===== src/rtl/piso_tx_ctrl.sv =====
// Two-requester round-robin arbiter feeding a WIDTH-bit MSB-first PISO shifter
// with a ready/valid serial output and first/last/done markers.
module piso_tx_ctrl #(
  parameter int WIDTH = 4
) (
  input  logic             clk,
  input  logic             rst,
  input  logic             req0,
  input  logic             req1,
  input  logic [WIDTH-1:0] data0,
  input  logic [WIDTH-1:0] data1,
  input  logic             s_ready,
  output logic             gnt0,
  output logic             gnt1,
  output logic             s_out,
  output logic             s_valid,
  output logic             s_first,
  output logic             s_last,
  output logic             owner,
  output logic             busy,
  output logic             done,
  output logic             dbg_state
);

  localparam int CW = $clog2(WIDTH);
  localparam logic [CW-1:0] LAST_CNT = CW'(WIDTH - 1);

  typedef enum logic {
    ST_IDLE  = 1'b0,
    ST_SHIFT = 1'b1
  } state_t;

  state_t           r_state;
  state_t           w_next_state;
  logic [WIDTH-1:0] r_sreg;
  logic [CW-1:0]    r_cnt;
  logic             r_owner;
  logic             r_last_owner;
  logic             r_done;
  logic             w_pick1;
  logic             w_load;
  logic             w_accept;
  logic             w_at_last;

  // Serial handshake: a bit transfers on any rising edge where s_valid and
  // s_ready are both high; s_out/s_first/s_last stay stable until it does.

  // On a tie the requester that did not win last time takes the grant.
  assign w_pick1   = req1 & (~req0 | ~r_last_owner);
  assign w_at_last = (r_cnt == LAST_CNT);

  always_ff @(posedge clk or negedge rst) begin
    if (!rst) r_state <= ST_IDLE;
    else      r_state <= w_next_state;
  end

  always_comb begin
    w_next_state = r_state;
    w_load       = 1'b0;
    w_accept     = 1'b0;
    gnt0         = 1'b0;
    gnt1         = 1'b0;
    case (r_state)
      ST_IDLE: begin
        // Grants are gated by rst so nothing is granted while reset is held.
        if (rst && (req0 || req1)) begin
          w_load       = 1'b1;
          w_next_state = ST_SHIFT;
          gnt1         = w_pick1;
          gnt0         = ~w_pick1;
        end
      end
      ST_SHIFT: begin
        if (s_ready) begin
          w_accept = 1'b1;
          if (w_at_last) w_next_state = ST_IDLE;
        end
      end
      default: w_next_state = ST_IDLE;
    endcase
  end

  always_ff @(posedge clk or negedge rst) begin
    if (!rst) begin
      r_sreg       <= '0;
      r_cnt        <= '0;
      r_owner      <= 1'b0;
      r_last_owner <= 1'b1;
      r_done       <= 1'b0;
    end else begin
      r_done <= w_accept & w_at_last;
      if (w_load) begin
        r_sreg       <= w_pick1 ? data1 : data0;
        r_owner      <= w_pick1;
        r_last_owner <= w_pick1;
        r_cnt        <= '0;
      end else if (w_accept) begin
        r_sreg <= {r_sreg[WIDTH-2:0], 1'b0};
        if (!w_at_last) r_cnt <= r_cnt + CW'(1);
      end
    end
  end

  assign s_valid   = (r_state == ST_SHIFT);
  assign s_out     = s_valid & r_sreg[WIDTH-1];
  assign s_first   = s_valid & (r_cnt == '0);
  assign s_last    = s_valid & w_at_last;
  assign owner     = s_valid & r_owner;
  assign busy      = s_valid;
  assign done      = r_done;
  assign dbg_state = r_state;

endmodule


===== config.mk =====
export PLATFORM = sky130hd
export DESIGN_NAME = piso_tx_ctrl
export DESIGN_NICKNAME = d
export VERILOG_FILES = /design/src/rtl/piso_tx_ctrl.sv
export SDC_FILE = /design/constraint.sdc
export NUM_CORES = 1
export LEC_CHECK = 0
export CAP_MARGIN = 15
export CORE_MARGIN = 2
export CORE_UTILIZATION = 30
export DETAILED_ROUTE_END_ITERATION = 7
export SLEW_MARGIN = 40
export SYNTH_ARGS = -nofsm -noshare
export SYNTH_HDL_FRONTEND = slang
export SYNTH_SLANG_ARGS = --single-unit

===== constraint.sdc =====
create_clock -name clk -period 1.8 [get_ports clk]
set_clock_uncertainty 0.1 [all_clocks]
set_input_delay 0.27 -clock clk [delete_from_list [all_inputs] [get_ports clk]]
set_output_delay 0.27 -clock clk [all_outputs]
set_load 0.02 [all_outputs]

# ---- Word level (Yosys, flattened, before mapping)
# Cells that the tools add are included.
dict set report word_totals {
  regBits 10
  out_inout_bits 10
}
dict set report op_classes {
  n_addsub 1
  eq_ne 2
  n_mux 17
  bitwise 11
  n_reduce_logical 5
}
# cell count
set op_table {}
lappend op_table {{$mux W4} 3}
lappend op_table {{$mux W1} 10}
lappend op_table {{$and A1 B1 Y1} 6}
lappend op_table {{$mux W2} 3}
lappend op_table {{$not A1 Y1} 4}
lappend op_table {{$add A2 B1 Y2 const B} 1}
lappend op_table {{$eq A2 B2 Y1 const B} 1}
lappend op_table {{$logic_not A2 Y1} 1}
lappend op_table {{$ne A2 B2 Y1 const B} 1}
lappend op_table {{$pmux W1 S2} 1}
lappend op_table {{$reduce_and A2 Y1} 1}
lappend op_table {{$reduce_bool A2 Y1} 1}
lappend op_table {{$logic_and A1 B1 Y1} 1}
lappend op_table {{$logic_or A1 B1 Y1} 1}
lappend op_table {{$or A1 B1 Y1} 1}

# ---- Depth between registers and ports, before layout
dict set report depth {
  ltp_word 6
  ltp_mapped 5
}

# ---- Worst setup path before layout
# Ideal clock, no wire load.
dict set report synth_path {
  path_type {reg2reg}
  from {reg r_state (netlist: busy)}
  to {reg r_sreg[0]}
  arrival_ps 1169
  slack_ps 410
  path_stages_with_launch 6
  cell_sequence {dfrtp_1 > nor2b_2 > and3_2 > buf_6 > a32oi_1 > nand2_1}
}
dict set report synth_between {
  elab_chain_cells 2
}
# element line
set synth_rtl {}
lappend synth_rtl {{from (decl)} 33} ;# state_t r_state;
lappend synth_rtl {{from (signal assigned)} 54} ;# else r_state <= w_next_state;
lappend synth_rtl {{$mux W1} 63} ;# case (r_state)
lappend synth_rtl {{$mux W4 / $reduce_bool A2 Y1 (equally long branches)} --}
lappend synth_rtl {{to (signal assigned)} 93} ;# r_sreg <= w_pick1 ? data1 : data0;
lappend synth_rtl {{to (signal assigned)} 98} ;# r_sreg <= {r_sreg[WIDTH-2:0], 1'b0};
lappend synth_rtl {{to (decl)} 35} ;# logic [WIDTH-1:0] r_sreg;
# Several ways; a longest one is shown, not always the timed one.
# A chain may end at the register's enable or synchronous reset.

# ---- Worst setup path in the final report
dict set report layout_path {
  from {reg r_state (netlist: busy)}
  to {out s_out}
}
dict set report layout_between {
  elab_chain_cells 1
}
# element line
set layout_rtl {}
lappend layout_rtl {{$and A1 B1 Y1} 105} ;# assign s_out = s_valid & r_sreg[WIDTH-1];
lappend layout_rtl {{to (decl)} 15} ;# output logic s_out,
# No other way between the ends.

==> impl_metrics.csv <==
group,metric,value,unit
routing,drt_iter0_drc,5,
routing,drt-total-wl,1.28,mm
placement,placed_area,848,um^2
clocking,htreeDepth,1,
sta,slew_headroom,0.784,
routing,via_count,526,
sta,min_period_over_period,0.947,
hold_path,hold_class,"in -> async",
sta,worst_slew_pin_slew,322,ps
floorplanning,die_w,47.8,um
clocking,cts_buffer_depth,2,
layout,diodes,0,
layout,fin_nets,110,
synthesis,avgSynthCellArea,8.97,um^2
run,drv_cap,0,
synthesis,synth-warning-count,0,
routing,wl_per_cell,10.7,um
synthesis,async_reset_ff_frac,1.00,
worst_setup_path,crit_path_end_kind,"primary output",
sta,fmax,587,MHz
grt,antenna_found_initial,0,
synthesis,synth.net_count,79,
worst_setup_path,cp.arrival,1330,ps
floorplanning,dieArea,2280,um^2
synthesis,netlist_instances,64,
placement,globalplace.congestion,0.774,
floorplanning,rows,15,
clocking,cts_tree,"done",
layout,layout-drive-gt1-share,0.245,
floorplanning,initial_core_util,0.326,
synthesis,synthFlopType,"dfrtp_1",
routing,drtPass1Iterations,4,
layout,layout_common_cells,"nand2_1 (15), clkdlybuf4s50_1 (13), nor2_1 (9), dfrtp_1 (9), buf_4 (8)",
status,status,"finished clean",
worst_setup_path,path_max_fanout,5,
floorplanning,coreArea,1760,um^2
grt,grt_pass1_wl,2.11,mm
sta,finalMaxSlewViolations,0,
layout,fin_area,858,um^2
synthesis,synth_edf_count,0,
sta,hold_violations,0,
routing,postRouteAntennaNets,0,
floorplanning,ios,23,
power,total_power,1.26,mW
synthesis,synth_cell_types,20,
worst_setup_path,critical_path_required,1430,ps
clocking,cts.sinks,10,
power,peakVddDrop,0.647,mV
worst_setup_path,rr_startpoint,"busy$_DFF_PN0_",
sta,rsz0062_at_grt,"no",
worst_setup_path,critPathKind,"reg -> out",
grt,overflow,0,
sta,setup_viol,0,
floorplanning,die_y,47.8,um
synthesis,ys_seq_area_frac,0.438,
sta,min_period,1700,ps
clocking,cts-root-buf,"clkbuf_4",
clocking,clk_pin_slew,70,ps
synthesis,synth_area,574,um^2
layout,syn2layout_area_growth,49.5,%
clocking,postCtsSetupRepairBufs,0,
power,p_per_area,1470,nW/um^2
grt,grt_max_degree,12,
clocking,numCtsBuffers,3,
worst_setup_path,start_kind,"flip-flop",
grt,grt_pass1_vias,501,
power,p_leak,0.415,nW
clocking,clk_latency,260,ps
placement,place_hpwl,1.07,mm
sta,holdWs,244,ps
placement,io_buffers,22,
routing,via_per_inst,4.42,
worst_setup_path,startpoint,"busy$_DFF_PN0_",
grt,track_usage,0.136,
worst_setup_path,reg2reg_setup_slack,410,ps
clocking,cts_hold_buf,0,
layout,final_common_cell,"nand2_1",
routing,drc,0,
synthesis,ys_ff_latch,10,
-- worst max-delay path: stages, from the launching register on --
cell,delay [ps]
dfrtp_1,420
buf_4,160
and2_2,170
dlygate4sd2_1,310
-- logic make-up after synthesis --
logic type               synth area share
AO/OA/AOI/OAI                      0.0980
adder cells (fa/ha/maj)            0.0436
buffers and inverters              0.0784
flip-flops                          0.438
multiplexers                       0.0349
AND/OR/NAND/NOR                     0.307
-- report_power, final --
group | internal, mW | switching, mW | total, mW
clock network | 0.0854 | 0.0769 | 0.162
registers | 0.338 | 0.0559 | 0.394
logic | 0.345 | 0.362 | 0.707
total | 0.769 | 0.495 | 1.26
-- flip-flops by register name (all words and copies together), names as in the netlist --
register and cells:
r_sreg 4, r_last_owner 1, busy 1, r_owner 1
done 1, r_cnt 2
-- path summary, 6_finish.rpt --
check | to | depth (start not counted)
max | s_out | 3
min | r_sreg[2]$_DFFE_PN0P_ | 2
max reg2reg | r_cnt[1]$_DFFE_PN0P_ | 5
min reg2reg | r_owner$_DFFE_PN0N_ | 2
max in group asynchronous | r_last_owner$_DFFE_PN1N_ | 2
min in group clk | r_owner$_DFFE_PN0N_ | 2
-- area by class of cell --
| type | instances | area, um^2 |
|---|---|---|
| well taps | 25 | 31.3 |
| clock buffers | 4 | 26.3 |
| fillers | 195 | 906 |
| inverters | 2 | 7.51 |
| repair buffers | 30 | 264 |
| flip-flops and latches | 10 | 251 |
| multi-input cells | 48 | 278 |
-- synthesized netlist by cell type (2+ instances only) --
library cell | count | area [um^2]
buf_4 | 2 | 15.0
ha_1 | 2 | 25.0
dfrtp_1 | 9 | 225
inv_1 | 2 | 7.51
nand2b_1 | 2 | 12.5
o21ai_0 | 3 | 15.0
buf_6 | 2 | 22.5
mux2i_1 | 2 | 20.0
and2_2 | 4 | 30.0
nor2_1 | 9 | 33.8
a31oi_1 | 3 | 18.8
nand2_1 | 15 | 56.3
and3_2 | 2 | 15.0
-- timing repair --
action / 4_1_cts / 5_1_grt
pin swaps: 0 / 0
resized for setup: 12 / 4
endpoints found under the setup margin: 9 / 4
-- layer usage --
metal | routed length, um | share of wire | GRT usage | vias to the layer above
met5 | 0 | 0 | 0 | -
met4 | 14 | 0.011 | 0.0486 | 0
met3 | 71 | 0.056 | 0.0566 | 2
met2 | 619 | 0.49 | 0.221 | 13
met1 | 570 | 0.45 | 0.161 | 243
li1 | - | - | - | 268
-- through the flow --
stage	util	TNS [ps]	std cells	setup WS, ps
finish	0.487	0	119	95.4
CTS	0.491	0	119	7.24
detailed placement	0.481	-583	115	-295
global placement	0.481	-588	115	-297
global route	0.487	0	119	21.2
floorplan	-	0	64	410
No activity file was read; power rests on OpenSTA's default activity.
